===== src/rtl/amo_axi_pkg.sv =====
// Shared types for the core-request to AXI4+ATOP adapter: request op codes,
// ATOP encodings, AXI response codes, FSM states and the op-to-atop decode.
package amo_axi_pkg;

   typedef enum logic [3:0] {
      AMO_LOAD  = 4'd0,
      AMO_STORE = 4'd1,
      AMO_LR    = 4'd2,
      AMO_SC    = 4'd3,
      AMO_SWAP  = 4'd4,
      AMO_ADD   = 4'd5,
      AMO_AND   = 4'd6,
      AMO_OR    = 4'd7,
      AMO_XOR   = 4'd8,
      AMO_MAX   = 4'd9,
      AMO_MAXU  = 4'd10,
      AMO_MIN   = 4'd11,
      AMO_MINU  = 4'd12
   } amo_op_e;

   localparam logic [5:0] ATOP_NONE      = 6'b000000;
   localparam logic [5:0] ATOP_SWAP      = 6'b110000;
   localparam logic [5:0] ATOP_LOAD_ADD  = 6'b100000;
   localparam logic [5:0] ATOP_LOAD_CLR  = 6'b100001;
   localparam logic [5:0] ATOP_LOAD_EOR  = 6'b100010;
   localparam logic [5:0] ATOP_LOAD_SET  = 6'b100011;
   localparam logic [5:0] ATOP_LOAD_SMAX = 6'b100100;
   localparam logic [5:0] ATOP_LOAD_SMIN = 6'b100101;
   localparam logic [5:0] ATOP_LOAD_UMAX = 6'b100110;
   localparam logic [5:0] ATOP_LOAD_UMIN = 6'b100111;

   localparam logic [1:0] AXI_RESP_OKAY   = 2'b00;
   localparam logic [1:0] AXI_RESP_EXOKAY = 2'b01;
   localparam logic [1:0] AXI_RESP_SLVERR = 2'b10;
   localparam logic [1:0] AXI_RESP_DECERR = 2'b11;

   localparam logic [1:0] AXI_BURST_INCR = 2'b01;

   typedef enum logic [2:0] {
      ST_IDLE,
      ST_WRITE,
      ST_READ,
      ST_WAIT_B,
      ST_WAIT_R,
      ST_WAIT_BR,
      ST_RSP
   } state_e;

   // AND is issued as an atomic clear, so the W data must be inverted by the caller.
   function automatic logic [5:0] amo_atop(input amo_op_e op);
      case (op)
         AMO_SWAP: return ATOP_SWAP;
         AMO_ADD:  return ATOP_LOAD_ADD;
         AMO_AND:  return ATOP_LOAD_CLR;
         AMO_OR:   return ATOP_LOAD_SET;
         AMO_XOR:  return ATOP_LOAD_EOR;
         AMO_MAX:  return ATOP_LOAD_SMAX;
         AMO_MIN:  return ATOP_LOAD_SMIN;
         AMO_MAXU: return ATOP_LOAD_UMAX;
         AMO_MINU: return ATOP_LOAD_UMIN;
         default:  return ATOP_NONE;
      endcase
   endfunction

   function automatic logic is_read_op(input amo_op_e op);
      return (op == AMO_LOAD) || (op == AMO_LR);
   endfunction

   function automatic logic is_amo_op(input amo_op_e op);
      return amo_atop(op) != ATOP_NONE;
   endfunction

   function automatic logic resp_is_err(input logic [1:0] resp);
      return (resp == AXI_RESP_SLVERR) || (resp == AXI_RESP_DECERR);
   endfunction

endpackage


===== src/rtl/axi_amo_req_adapter.sv =====
// Turns one outstanding core request (load/store/LR/SC/AMO) into a single-beat
// AXI4+ATOP transaction and returns exactly one response for it.
module axi_amo_req_adapter
   import amo_axi_pkg::*;
#(
   parameter int unsigned        AddrWidth      = 48,
   parameter int unsigned        DataWidth      = 64,
   parameter int unsigned        IdWidth        = 4,
   parameter logic [IdWidth-1:0] AxiId          = '0,
   parameter int unsigned        RiscvWordWidth = 64
) (
   input  logic                   clk_i,
   input  logic                   rst_i,
   input  logic                   req_valid_i,
   output logic                   req_ready_o,
   input  logic [AddrWidth-1:0]   req_addr_i,
   input  logic [3:0]             req_op_i,
   input  logic [1:0]             req_size_i,
   input  logic [DataWidth-1:0]   req_data_i,
   input  logic [DataWidth/8-1:0] req_strb_i,
   output logic                   rsp_valid_o,
   input  logic                   rsp_ready_i,
   output logic [DataWidth-1:0]   rsp_data_o,
   output logic                   rsp_error_o,
   output logic [AddrWidth-1:0]   mst_aw_addr_o,
   output logic [2:0]             mst_aw_size_o,
   output logic [7:0]             mst_aw_len_o,
   output logic [1:0]             mst_aw_burst_o,
   output logic                   mst_aw_lock_o,
   output logic [5:0]             mst_aw_atop_o,
   output logic [IdWidth-1:0]     mst_aw_id_o,
   output logic                   mst_aw_valid_o,
   input  logic                   mst_aw_ready_i,
   output logic [DataWidth-1:0]   mst_w_data_o,
   output logic [DataWidth/8-1:0] mst_w_strb_o,
   output logic                   mst_w_last_o,
   output logic                   mst_w_valid_o,
   input  logic                   mst_w_ready_i,
   input  logic [1:0]             mst_b_resp_i,
   input  logic                   mst_b_valid_i,
   output logic                   mst_b_ready_o,
   output logic [AddrWidth-1:0]   mst_ar_addr_o,
   output logic [2:0]             mst_ar_size_o,
   output logic [7:0]             mst_ar_len_o,
   output logic [1:0]             mst_ar_burst_o,
   output logic                   mst_ar_lock_o,
   output logic [IdWidth-1:0]     mst_ar_id_o,
   output logic                   mst_ar_valid_o,
   input  logic                   mst_ar_ready_i,
   input  logic [DataWidth-1:0]   mst_r_data_i,
   input  logic [1:0]             mst_r_resp_i,
   input  logic                   mst_r_valid_i,
   output logic                   mst_r_ready_o
);

   state_e                    state_q, state_d;
   amo_op_e                   req_op;
   amo_op_e                   op_q;
   logic [AddrWidth-1:0]      addr_q;
   logic [1:0]                size_q;
   logic [DataWidth-1:0]      data_q;
   logic [DataWidth/8-1:0]    strb_q;
   logic                      aw_sent_q, w_sent_q, b_got_q, r_got_q;
   logic [RiscvWordWidth-1:0] rsp_data_q;
   logic                      rsp_err_q;
   logic                      req_fire, aw_fire, w_fire, b_cap, r_cap;

   assign req_op   = amo_op_e'(req_op_i);
   assign req_fire = req_valid_i && req_ready_o;
   assign aw_fire  = mst_aw_valid_o && mst_aw_ready_i;
   assign w_fire   = mst_w_valid_o && mst_w_ready_i;
   // A second beat on an already-captured channel must never overwrite the result.
   assign b_cap    = mst_b_valid_i && mst_b_ready_o && !b_got_q;
   assign r_cap    = mst_r_valid_i && mst_r_ready_o && !r_got_q;

   assign mst_aw_addr_o  = addr_q;
   assign mst_aw_size_o  = {1'b0, size_q};
   assign mst_aw_len_o   = 8'd0;
   assign mst_aw_burst_o = AXI_BURST_INCR;
   assign mst_aw_lock_o  = (op_q == AMO_SC);
   assign mst_aw_atop_o  = amo_atop(op_q);
   assign mst_aw_id_o    = AxiId;
   assign mst_w_data_o   = (op_q == AMO_AND) ? ~data_q : data_q;
   assign mst_w_strb_o   = strb_q;
   assign mst_w_last_o   = 1'b1;
   assign mst_ar_addr_o  = addr_q;
   assign mst_ar_size_o  = {1'b0, size_q};
   assign mst_ar_len_o   = 8'd0;
   assign mst_ar_burst_o = AXI_BURST_INCR;
   assign mst_ar_lock_o  = (op_q == AMO_LR);
   assign mst_ar_id_o    = AxiId;
   assign rsp_data_o     = rsp_data_q;
   assign rsp_error_o    = rsp_err_q;

   always_ff @(posedge clk_i) begin
      if (rst_i) begin
         state_q <= ST_IDLE;
      end else begin
         state_q <= state_d;
      end
   end

   always_comb begin
      state_d        = state_q;
      req_ready_o    = 1'b0;
      mst_aw_valid_o = 1'b0;
      mst_w_valid_o  = 1'b0;
      mst_ar_valid_o = 1'b0;
      mst_b_ready_o  = 1'b0;
      mst_r_ready_o  = 1'b0;
      rsp_valid_o    = 1'b0;
      case (state_q)
         ST_IDLE: begin
            req_ready_o = !rst_i;
            if (req_valid_i && !rst_i) begin
               state_d = is_read_op(req_op) ? ST_READ : ST_WRITE;
            end
         end
         ST_WRITE: begin
            mst_aw_valid_o = !aw_sent_q;
            mst_w_valid_o  = !w_sent_q;
            if ((aw_sent_q || mst_aw_ready_i) && (w_sent_q || mst_w_ready_i)) begin
               state_d = is_amo_op(op_q) ? ST_WAIT_BR : ST_WAIT_B;
            end
         end
         ST_READ: begin
            mst_ar_valid_o = 1'b1;
            if (mst_ar_ready_i) state_d = ST_WAIT_R;
         end
         ST_WAIT_B: begin
            mst_b_ready_o = 1'b1;
            if (mst_b_valid_i) state_d = ST_RSP;
         end
         ST_WAIT_R: begin
            mst_r_ready_o = 1'b1;
            if (mst_r_valid_i) state_d = ST_RSP;
         end
         ST_WAIT_BR: begin
            mst_b_ready_o = 1'b1;
            mst_r_ready_o = 1'b1;
            if ((b_got_q || mst_b_valid_i) && (r_got_q || mst_r_valid_i)) state_d = ST_RSP;
         end
         ST_RSP: begin
            rsp_valid_o = 1'b1;
            if (rsp_ready_i) state_d = ST_IDLE;
         end
         default: state_d = ST_IDLE;
      endcase
   end

   always_ff @(posedge clk_i) begin
      if (rst_i) begin
         op_q       <= AMO_LOAD;
         addr_q     <= '0;
         size_q     <= '0;
         data_q     <= '0;
         strb_q     <= '0;
         aw_sent_q  <= 1'b0;
         w_sent_q   <= 1'b0;
         b_got_q    <= 1'b0;
         r_got_q    <= 1'b0;
         rsp_data_q <= '0;
         rsp_err_q  <= 1'b0;
      end else begin
         if (req_fire) begin
            op_q       <= req_op;
            addr_q     <= req_addr_i;
            size_q     <= req_size_i;
            data_q     <= req_data_i;
            strb_q     <= req_strb_i;
            aw_sent_q  <= 1'b0;
            w_sent_q   <= 1'b0;
            b_got_q    <= 1'b0;
            r_got_q    <= 1'b0;
            rsp_data_q <= '0;
         end
         if (aw_fire) aw_sent_q <= 1'b1;
         if (w_fire) w_sent_q <= 1'b1;
         // SC reports 0 on success (EXOKAY) and 1 on failure, matching RISC-V sc.w/sc.d.
         if (b_cap) begin
            b_got_q <= 1'b1;
            if (op_q == AMO_SC) begin
               rsp_data_q <= {{(RiscvWordWidth-1){1'b0}}, (mst_b_resp_i != AXI_RESP_EXOKAY)};
            end
         end
         if (r_cap) begin
            r_got_q    <= 1'b1;
            rsp_data_q <= mst_r_data_i;
         end
         if (req_fire) begin
            rsp_err_q <= 1'b0;
         end else begin
            rsp_err_q <= rsp_err_q | (b_cap && resp_is_err(mst_b_resp_i))
                                   | (r_cap && resp_is_err(mst_r_resp_i));
         end
      end
   end

endmodule


===== config.mk =====
export PLATFORM = sky130hd
export DESIGN_NAME = axi_amo_req_adapter
export DESIGN_NICKNAME = d
export VERILOG_FILES = /design/src/rtl/amo_axi_pkg.sv /design/src/rtl/axi_amo_req_adapter.sv
export SDC_FILE = /design/constraint.sdc
export NUM_CORES = 1
export LEC_CHECK = 0
export CAP_MARGIN = 20
export CORE_AREA = 2 2 192 194
export CTS_CLUSTER_SIZE = 25
export DETAILED_ROUTE_END_ITERATION = 6
export DIE_AREA = 0 0 194 196
export PLACE_DENSITY = 0.56
export SLEW_MARGIN = 30
export SYNTH_ARGS = -nofsm -noshare
export SYNTH_HDL_FRONTEND = slang
export SYNTH_SLANG_ARGS = --single-unit

===== constraint.sdc =====
create_clock -name clk_i -period 2.4 [get_ports clk_i]
set_input_delay 0.36 -clock clk_i [delete_from_list [all_inputs] [get_ports clk_i]]
set_output_delay 0.36 -clock clk_i [all_outputs]
set_load 0.05 [all_outputs]

# Word-level counts from Yosys, hierarchy flattened
# Memory sizes are Yosys's and may differ from the RTL's. A register that Yosys moved wholly into a read port is not among the register bits.
# Cells that the tools add are included.
[totals]
regBits = 198
latch_bits = 0
mem_bits_rw = 0
romBits = 160
input_bits = 203
out_inout_bits = 283
elab_cells = 107
memories = 2
[classes]
add_sub_neg = 0
n_mul = 0
n_div = 0
magnitude_cmp = 0
n_eq_ne = 22
n_shift = 0
muxes = 33
bitwise = 3
n_reduce_logical = 35
[memory_table]
columns = ["memory", "words", "width", "rd", "rd_clocked_by_memory_dff", "wr", "line", "source"]
rows = [
  ["(no name shown)", 16, 5, 1, 1, 0, "amo_axi_pkg.sv:51", "case (op)"],
  ["(no name shown)", 16, 5, 1, 1, 0, "amo_axi_pkg.sv:51", ""],
]
[ops]
columns = ["operator", "count"]
rows = [
  ["$mux W64", 5],
  ["$not A64 Y64", 1],
  ["$mux W3", 8],
  ["$pmux W3 S7", 1],
  ["$mux W4", 4],
  ["$ne A2 B2 Y1 const B", 7],
  ["$eq A4 B2 Y1 const B", 3],
  ["$logic_and A1 B1 Y1", 12],
  ["$mux W1", 12],
  ["$mux W6", 2],
  ["$eq A3 B3 Y1 const B", 3],
  ["$eq A2 B2 Y1 const B", 4],
  ["$reduce_bool A2 Y1", 4],
  ["$logic_or A1 B1 Y1", 7],
  ["$reduce_and A7 Y1", 1],
  ["$eq A3 B2 Y1 const B", 2],
  ["$reduce_bool A6 Y1", 1],
  ["$reduce_or A2 Y1", 3],
  ["$logic_not A1 Y1", 5],
  ["$eq A4 B3 Y1 const B", 1],
  ["$logic_not A4 Y1", 1],
  ["$eq A3 B1 Y1 const B", 1],
  ["$logic_not A3 Y1", 1],
  ["$mux W2", 1],
  ["other kinds (2)", 3],
]

# Logic depth before layout (Yosys ltp)
# Gate-level depths: netlist (run 1).
[logic_depth]
ltp_word = 8
ltp_mapped = 7
depth_no_buf = 4

# Worst setup path after synthesis (run 1)
# OpenSTA, ideal clock, no wires.
[synth_timing]
path_kind = "flip-flop to flip-flop"
start = "register op_q[0]"
end = "register rsp_data_q[10] (netlist: rsp_data_o[10])"
setup_time_ns = 0.117
arrival_ns = 2.934
required_time_ns = 2.283
slack_ns = -0.651
stages_incl_launch_ff = 7
path_buffers = 2
period_less_slack_ns = 3.051
path_cell_list = "dfxtp_1 clkbuf_1 nor4bb_1 and4b_1 nor4_4 buf_2 a22o_1"
[synth_between]
elab_chain_len = 4
[synth_rtl]
columns = ["element", "line", "source"]
rows = [
  ["start, declared", "axi_amo_req_adapter.sv:58", "amo_op_e op_q;"],
  ["start signal, assigned", "axi_amo_req_adapter.sv:166", "op_q <= req_op;"],
  ["$eq A4 B2 Y1", "-", ""],
  ["via mst_aw_lock_o", "axi_amo_req_adapter.sv:29", "output logic mst_aw_lock_o,"],
  ["$mux W64", "axi_amo_req_adapter.sv:182", "if (op_q == AMO_SC) begin"],
  ["$mux W64", "axi_amo_req_adapter.sv:180", "if (b_cap) begin"],
  ["$mux W64", "axi_amo_req_adapter.sv:186", "if (r_cap) begin"],
  ["end signal, assigned", "axi_amo_req_adapter.sv:183", "rsp_data_q <= {{(RiscvWordWidth-1){1'b0}}, (mst_b_resp_i != AXI_RESP_EXOKAY)};"],
  ["end signal, assigned", "axi_amo_req_adapter.sv:188", "rsp_data_q <= mst_r_data_i;"],
  ["end, declared", "axi_amo_req_adapter.sv:64", "logic [RiscvWordWidth-1:0] rsp_data_q;"],
]
# The timed path passes the listed nets, and every way through them passes these cells.
# A chain may end at the register's enable or synchronous reset.

# Worst setup path after layout (run 1)
[layout_timing]
start = "register op_q[2]"
end = "output port mst_w_data_o[53]"
[layout_between]
elab_chain_len = 2
[layout_rtl]
columns = ["element", "line", "source"]
rows = [
  ["$eq A4 B3 Y1", "axi_amo_req_adapter.sv:83", "assign mst_w_data_o = (op_q == AMO_AND) ? ~data_q : data_q;"],
  ["$mux W64", "axi_amo_req_adapter.sv:83", ""],
  ["end, declared", "axi_amo_req_adapter.sv:34", "output logic [DataWidth-1:0] mst_w_data_o,"],
]
# No other way between the ends.

==> results of run 1 <==
[cells in the mapped netlist (all sizes together)]
cell	n	share of area
a21o	2	0.0018
a21oi	132	0.079
a221oi	1	0.0010
a22o	63	0.066
a311oi	5	0.0052
a31oi	4	0.0030
a32oi	1	0.0010
a41o	1	0.0012
a41oi	2	0.0021
and2	1	0.00075
and4b	2	0.0024
buf	116	0.095
clkbuf	38	0.017
conb	2	0.00090
dfxtp	203	0.49
inv	4	0.0018
mux2	2	0.0027
mux2i	2	0.0024
nand2	260	0.12
nand3	1	0.00060
nand3b	8	0.0072
nor2	11	0.0052
nor2b	4	0.0030
nor3	6	0.0036
nor3b	5	0.0045
nor4	2	0.0033
nor4b	1	0.0028
nor4bb	3	0.0036
o21a	1	0.00090
o21ai	5	0.0030
o22ai	2	0.0015
o311ai	1	0.0010
or2	1	0.00075
or3	3	0.0022
or3b	1	0.0010
or4b	1	0.0016
xnor2	1	0.0010
xor2	65	0.068
[power breakdown]
group	internal, mW	switching [mW]
clock network	2.43	1.43
registers	3.97	0.566
logic	3.25	5.21
total	9.64	7.20
[registers in the layout (all words and copies together), names as in the netlist, 2 cells and up]
signal,flops
mst_w_strb_o,8
rsp_data_o,64
op_q,4
mst_ar_addr_o,48
mst_aw_atop_o,5
data_q,64
state_q,3
size_q,2
[worst max-delay path, delay by kind of cell (launching register included)]
family / cells / cell delay [ps]
xor gates and xnor gates: 1 / 280
buffers and inverters: 3 / 550
DFF: 1 / 340
and+or+nand+nor: 2 / 330
[routing by layer]
metal,track usage,vias to the layer above
met5,0,-
met2,0.247,322
met4,0.0376,0
li1,-,3821
met1,0.178,3654
met3,0.0480,39
[logic make-up after synthesis]
group | count (synthesis) | share of synthesized area
buf+inv | 158 | 0.114
other cells | 2 | 0.000897
xor+xnor | 66 | 0.0690
simple gates | 310 | 0.159
flops | 203 | 0.485
compound gates | 220 | 0.167
mux | 4 | 0.00508
[worst paths after layout]
path	endpoint	startpoint	slack, ps	cells past startpoint
max	mst_w_data_o[53]	op_q[2]	30	6
min	r_got_q	rst_i	250	2
max reg2reg	rsp_data_o[42]	state_q[1]	370	6
min reg2reg	mst_w_strb_o[6]	mst_w_strb_o[6]	450	2
[layout make-up]
class                   count  area [um2]
fillers                  3543       21000
repair buffers            484        5620
flip-flops and latches    203        4070
multi-input cells         632        3910
clock buffers              36         737
well taps                 468         586
clock inverters             6         105
inverters                   4        15.0
diodes                      1        2.50
[metrics by stage]
| stage | setup slack, ps | hold WS, ps | instance area [um2] | cells | power, mW |
|---|---|---|---|---|---|
| CTS | -21.4 | 213 | 15000 | 1834 | 17.0 |
| floorplan | -23.3 | 448 | 8510 | 993 | 9.70 |
| detailed placement | 169 | 447 | 13700 | 1782 | 12.9 |
| global placement | 197 | 443 | 13700 | 1782 | 12.9 |
| finish | 34.1 | 250 | 15000 | 1834 | 16.8 |
| global route | -47.8 | 258 | 15000 | 1833 | 17.6 |
[what timing repair did]
| item | 4_1_cts | 5_1_grt |
|---|---|---|
| gates resized for setup | 53 | 10 |
| endpoints found under the setup margin | 65 | 37 |
| gates cloned | 2 | 0 |
| setup buffers | 8 | 1 |
| pin swaps | 1 | 0 |
==> impl_metrics.env, run 1 <==
export IMPL_status="finished clean"
export IMPL_final_cell_mix="377 x clkdlybuf4s50_1, 259 x nand2_1, 200 x dfxtp_1"
export IMPL_die_area_mm2=0.0380
export IMPL_antenna_found_initial=1
export IMPL_cts_hold_buf=0
export IMPL_hold_path_class="in -> reg"
export IMPL_cts_tree="yes"
export IMPL_crit_path_max_incr_delay_ps=340
export IMPL_synth_area_mm2=0.00838
export IMPL_min_period_ps=2370
export IMPL_wirelength_mm=29.3
export IMPL_seq_area_frac_synth=0.485
export IMPL_grt_pass1_vias=7528
export IMPL_ys_warn_count=0
export IMPL_finalSetupViolations=0
export IMPL_clk_latency_ps=510
export IMPL_layout_drive_gt1_share=0.152
export IMPL_dieHeight_um=196
export IMPL_fin_util=0.417
export IMPL_synth_cell_types=44
export IMPL_min_period_over_period=0.986
export IMPL_ios=486
export IMPL_grt_usage=0.146
export IMPL_cp_start_kind="flop"
export IMPL_cts_root_buffer_cell="clkbuf_16"
export IMPL_gp_congestion=0.793
export IMPL_hold_violations=0
export IMPL_grt_pass1_wl_mm=44.5
export IMPL_synth_area_per_cell_um2=8.70
export IMPL_dieWidth_um=194
export IMPL_globalRouteOverflowTotal=0
export IMPL_skew_ps=12.1
export IMPL_dpl_hpwl_mm=21.0
export IMPL_initial_utilization=0.232
export IMPL_netlist_instances=963
export IMPL_cts_buffer_depth=3
export IMPL_nNetsFinal=1553
export IMPL_cts_sinks=203
export IMPL_crit_path_end_kind="output port"
export IMPL_row_count=70
export IMPL_ys_ff_latch=203
export IMPL_cts_htree_levels=1
export IMPL_worstMarginPinSlew_ps=777
export IMPL_fmax_mhz=423
export IMPL_met1Wirelength_mm=12.1
export IMPL_vdd_drop_max_v=0.000740
export IMPL_firstDrtPassIters=4
export IMPL_top_layer_used="met4"
export IMPL_path_clk_slew_ps=60
export IMPL_areaGrowthSynthToFinish_pct=79.5
export IMPL_crit_type="reg -> out"
export IMPL_fp_coreArea_mm2=0.0361
export IMPL_cts_buffers=25
export IMPL_drcViolationCount=0
export IMPL_cap_violations=0
export IMPL_p_per_area_mw_per_mm2=1120
export IMPL_grt_max_degree=70
export IMPL_relSlewSlack=0.482
export IMPL_slowest_stage="dfxtp_1"
export IMPL_worstPathRequired_ps=2040
export IMPL_p_leak_nw=5.85
export IMPL_drt_iter0_drc=295
export IMPL_wl_met2_mm=14.0
export IMPL_port_buffers=452
export IMPL_final_common_cell="clkdlybuf4s50_1"
export IMPL_wl_met3_mm=2.64
export IMPL_wire_per_inst_um=16.0
export IMPL_crit_path_cell_trace="nand2_2 > nor3_4 > buf_4 > buf_6 > xor2_1 > buf_12"
export IMPL_drtAntennaViolNets=0
export IMPL_worstPathMaxFanout=14
export IMPL_worstPathArrival_ps=2010
export IMPL_drt_vias_per_instance=4.27
export IMPL_setup_tns_ps=0
export IMPL_drv_slew=0
export IMPL_rsz0062_at_grt="true"
export IMPL_num_vias=7836
Power figures use the tool's default switching activity.
==> run 2: changes to the inputs <==
--- a/config.mk
+++ b/config.mk
@@ -11,6 +11,7 @@
 export DETAILED_ROUTE_END_ITERATION = 6
 export DIE_AREA = 0 0 194 196
 export PLACE_DENSITY = 0.56
+export SKIP_LAST_GASP = 1
 export SLEW_MARGIN = 30
 export SYNTH_ARGS = -nofsm -noshare
 export SYNTH_HDL_FRONTEND = slang
==> run 2 against run 1 <==
Against the previous run:
- clock-buffer cell count did not move
- cell count barely moved
- total power increased by 0.93%
- combinational power rose by 1%
- routed wire length is 0.51% higher
- die area unchanged
- first-iteration DRC count fell by 6.4%
- worst setup slack improved by 7.0 ps
- critical path type unchanged
- largest power group unchanged
- via count up 0.17%
- global-route usage did not move
- register-to-register slack hardly changed
==> impl_metrics.env, run 2 (synthesis gave the netlist of run 1 again) <==
export IMPL_slowest_stage="dfxtp_1"
export IMPL_hold_violations=0
export IMPL_die_area_mm2=0.0380
export IMPL_finalSetupViolations=0
export IMPL_wire_per_inst_um=16.1
export IMPL_clk_latency_ps=510
export IMPL_reg2reg_to="rsp_data_o[26]"
export IMPL_drt_iter0_drc=276
export IMPL_cts_sinks=203
export IMPL_p_per_area_mw_per_mm2=1110
export IMPL_crit_path_max_incr_delay_ps=340
export IMPL_cts_buffers=25
export IMPL_grt_pass1_wl_mm=44.5
export IMPL_drv_slew=0
export IMPL_antenna_found_initial=1
export IMPL_min_delay_start="rst_i"
export IMPL_p_leak_nw=5.88
export IMPL_path_clk_slew_ps=50
export IMPL_status="finished clean"
export IMPL_firstDrtPassIters=6
export IMPL_final_common_cell="clkdlybuf4s50_1"
export IMPL_final_cell_mix="377 x clkdlybuf4s50_1, 259 x nand2_1, 200 x dfxtp_1"
export IMPL_worstPathRequired_ps=2040
export IMPL_grt_pass1_vias=7528
export IMPL_grt_max_degree=70
export IMPL_nNetsFinal=1552
export IMPL_min_period_over_period=0.983
export IMPL_crit_start="op_q[2]"
export IMPL_fp_coreArea_mm2=0.0361
export IMPL_layout_drive_gt1_share=0.160
export IMPL_ios=486
export IMPL_num_vias=7849
export IMPL_reg2reg_depth=6
export IMPL_fin_util=0.425
export IMPL_wirelength_mm=29.4
export IMPL_cap_violations=0
export IMPL_initial_utilization=0.232
export IMPL_cts_root_buffer_cell="clkbuf_16"
export IMPL_dpl_hpwl_mm=21.0
export IMPL_crit_path_end_kind="output port"
export IMPL_relSlewSlack=0.482
export IMPL_grt_usage=0.146
export IMPL_drtAntennaViolNets=0
export IMPL_setup_tns_ps=0
export IMPL_r2r_start="state_q[1]"
export IMPL_drt_vias_per_instance=4.28
export IMPL_drcViolationCount=0
export IMPL_fmax_mhz=424
export IMPL_dieWidth_um=194
export IMPL_final_cells=1833
export IMPL_regToRegSetupSlack_ps=360
export IMPL_crit_type="reg -> out"
export IMPL_gp_congestion=0.793
export IMPL_dieHeight_um=196
export IMPL_rsz0062_at_grt="true"
export IMPL_port_buffers=452
export IMPL_worstPathArrival_ps=2000
export IMPL_min_period_ps=2360
export IMPL_crit_path_cell_trace="nand2_2 > nor3_4 > buf_12 > buf_4 > xor2_1 > buf_12"
export IMPL_areaGrowthSynthToFinish_pct=83.3
export IMPL_cts_tree="yes"
export IMPL_critical_path_endpoint="mst_w_data_o[2]"
export IMPL_cts_htree_levels=1
export IMPL_vdd_drop_max_v=0.000728
export IMPL_worstMarginPinSlew_ps=777
export IMPL_cts_buffer_depth=3
export IMPL_worstPathMaxFanout=8
export IMPL_hold_path_class="in -> reg"
export IMPL_row_count=70
export IMPL_globalRouteOverflowTotal=0
export IMPL_skew_ps=14.2
export IMPL_dpl_cell_count=1782
export IMPL_cp_start_kind="flop"
export IMPL_crit_top_cell="buf_12"
## run 2: worst min path at each step
| stage | to | slack [ps] | depth (start not counted) |
|---|---|---|---|
| floorplan | data_q[0] | 450 | 2 |
| detailed placement | mst_w_strb_o[6] | 450 | 2 |
| CTS | r_got_q | 210 | 2 |
| global route | data_q[25] | 260 | 2 |
| global placement | mst_w_strb_o[0] | 440 | 2 |
| finish | r_got_q | 250 | 2 |
## run 2: metrics by stage
stage | hold WS (ps) | setup WS (ps) | total power, mW | area [um2]
2_1_floorplan | 448 | -23.3 | 9.70 | 8510
3_3_place_gp | 443 | 197 | 12.9 | 13700
3_5_place_dp | 447 | 169 | 12.9 | 13700
4_1_cts | 213 | -38.1 | 17.0 | 15000
5_1_grt | 258 | -40.6 | 17.8 | 15300
6_report | 247 | 41.1 | 17.0 | 15400
## run 2: critical path, delay by kind of cell (launching register included)
family	cells	cell delay, ps
flip-flops	1	340
XOR/XNOR	1	250
buffers and inverters	3	550
AND/OR/NAND/NOR	2	340
## run 2: layout make-up
class | instances | area (um2)
antenna | 1 | 2.50
clock buffer | 36 | 737
clock inverter | 6 | 105
fill | 3499 | 20700
inverter | 4 | 15.0
multi-input combinational | 632 | 4240
sequential | 203 | 4070
tap | 468 | 586
timing repair buffer | 483 | 5600
## run 2: where the power goes
part | internal (mW) | switching, mW | total, mW | leakage (nW)
clock | 2.43 | 1.42 | 3.84 | 0.417
combinational | 3.32 | 5.23 | 8.55 | 3.81
sequential | 3.97 | 0.632 | 4.60 | 1.66
total | 9.72 | 7.28 | 17.0 | 5.88
## run 2: layer usage
layer  GRT usage  up-vias  part of all wire
met5           0        -                 0
met4      0.0376        0             0.020
met3      0.0480       39             0.089
met2       0.247      321              0.48
met1       0.178     3676              0.41
li1            -     3813                 -
## run 2: repair_timing
action,4_1_cts,5_1_grt
buffers inserted,8,1
hold buffers,0,0
pin swaps,1,1
resized for setup,52,46
setup endpoints to repair,65,48
gates cloned,2,0
==> run 3: changes to the inputs <==
--- a/config.mk
+++ b/config.mk
@@ -5,9 +5,9 @@
 export SDC_FILE = /design/constraint.sdc
 export NUM_CORES = 1
 export LEC_CHECK = 0
-export CAP_MARGIN = 20
 export CORE_AREA = 2 2 192 194
-export CTS_CLUSTER_SIZE = 25
+export CTS_CLUSTER_DIAMETER = 50
+export CTS_CLUSTER_SIZE = 16
 export DETAILED_ROUTE_END_ITERATION = 6
 export DIE_AREA = 0 0 194 196
 export PLACE_DENSITY = 0.56
==> run 3 against run 2 <==
Against the previous run:
- worst setup slack better by 1.0 ps
- register-to-register slack better by 20 ps
- combinational power is 0.5% higher
- die area stayed put
- utilization is 0.70 points higher
- fmax hardly changed
- routed wire length is 1.9% higher
==> impl_metrics.env, run 3 (synthesis gave the netlist of run 1 again) <==
export IMPL_cts_htree_levels=1
export IMPL_min_period_over_period=0.982
export IMPL_drt_iter0_drc=249
export IMPL_globalRouteOverflowTotal=0
export IMPL_num_fill_cells=3479
export IMPL_layout_drive_gt1_share=0.173
export IMPL_min_period_ps=2360
export IMPL_row_count=70
export IMPL_crit_path_end_kind="output port"
export IMPL_wire_per_inst_um=16.2
export IMPL_rsz0062_at_grt="true"
export IMPL_cp_start_kind="flop"
export IMPL_post_place_ws_ps=169
export IMPL_setup_slack_ps=42.1
export IMPL_multi_input_area_mm2=0.00427
export IMPL_cts_tree="yes"
export IMPL_vdd_drop_max_v=0.000750
export IMPL_finalSetupViolations=0
export IMPL_num_vias=7850
export IMPL_grt_max_degree=70
export IMPL_antenna_found_initial=1
export IMPL_drv_slew=0
export IMPL_worstPathRequired_ps=2040
export IMPL_port_buffers=452
export IMPL_final_common_cell="clkdlybuf4s50_1"
export IMPL_worstPathArrival_ps=2000
export IMPL_wirelength_mm=30.0
export IMPL_met1Wirelength_mm=12.1
export IMPL_skew_ps=27.9
export IMPL_crit_type="reg -> out"
export IMPL_path_clk_slew_ps=50
export IMPL_dpl_hpwl_mm=21.0
export IMPL_firstDrtPassIters=4
export IMPL_dieWidth_um=194
export IMPL_cts_root_buffer_cell="clkbuf_16"
export IMPL_final_area_mm2=0.0156
export IMPL_final_cell_mix="377 x clkdlybuf4s50_1, 259 x nand2_1, 198 x dfxtp_1"
export IMPL_hold_path_class="in -> reg"
export IMPL_top_layer_used="met4"
export IMPL_cts_buffer_depth=3
export IMPL_relSlewSlack=0.486
export IMPL_drt_vias_per_instance=4.25
export IMPL_wl_met2_mm=14.6
export IMPL_hold_ws_ps=206
export IMPL_cts_hold_buf=0
export IMPL_p_per_area_mw_per_mm2=1130
export IMPL_p_leak_nw=5.98
export IMPL_cts_buffers=29
export IMPL_hold_violations=0
export IMPL_fp_coreArea_mm2=0.0361
export IMPL_placed_area_mm2=0.0137
export IMPL_areaGrowthSynthToFinish_pct=86.3
export IMPL_initial_utilization=0.232
export IMPL_worstPathMaxFanout=8
export IMPL_register_area_mm2=0.00408
export IMPL_nNetsFinal=1560
export IMPL_fmax_mhz=424
export IMPL_cts_sinks=203
export IMPL_clk_latency_ps=560
export IMPL_status="finished clean"
export IMPL_gp_congestion=0.793
export IMPL_die_area_mm2=0.0380
export IMPL_dieHeight_um=196
export IMPL_setup_tns_ps=0
export IMPL_drtAntennaViolNets=0
export IMPL_post_layout_total_power_mw=17.6
export IMPL_worstMarginPinSlew_ps=771
export IMPL_grt_pass1_vias=7652
export IMPL_drcViolationCount=0
export IMPL_wl_met3_mm=2.69
export IMPL_grt_usage=0.149
export IMPL_cap_violations=0
export IMPL_ios=486
export IMPL_grt_pass1_wl_mm=45.2
## run 3: per-layer routing
layer / vias up / track usage
li1: 3835 / -
met1: 3655 / 0.177
met2: 315 / 0.252
met3: 45 / 0.0535
met4: 0 / 0.0424
met5: - / 0
## run 3: timing repair
action | CTS | global route
endpoints found under the hold margin | 0 | 0
gates resized for setup | 89 | 16
endpoints found under the setup margin | 65 | 58
pin swaps | 1 | 1
gates cloned | 2 | 1
setup buffers | 11 | 1
## run 3: per-stage QoR
stage,cells,utilization
floorplan,993,-
global placement,1782,0.378
detailed placement,1782,0.378
CTS,1849,0.431
global route,1848,0.432
finish,1849,0.432
## run 3: final timing paths
kind         slack (ps)       startpoint  cells after the start               to
max                  40          op_q[0]                      5  mst_w_data_o[0]
min reg2reg         450  mst_w_strb_o[6]                      2  mst_w_strb_o[6]
min                 210            rst_i                      2          r_got_q
max reg2reg         380       state_q[1]                      6   rsp_data_o[48]
## run 3: power breakdown
group | switching, mW | total, mW | leakage (nW) | internal (mW)
sequential | 0.637 | 4.61 | 1.66 | 3.97
combinational | 5.24 | 8.59 | 3.84 | 3.35
clock | 1.74 | 4.39 | 0.482 | 2.65
## run 3: area by class of cell
type / instances / area share
tap: 468 / 0.0375
sequential: 203 / 0.261
clock inverter: 22 / 0.0161
multi-input combinational: 632 / 0.274
timing repair buffer: 487 / 0.362
clock buffer: 32 / 0.0485
antenna: 1 / 0.000160
inverter: 4 / 0.000962
## run 3: worst max-delay path: stages, from the launching register on
cell	delay, ps
dfxtp_4	370
nor3_4	270
buf_12	200
buf_4	170
xor2_1	250
buf_12	180
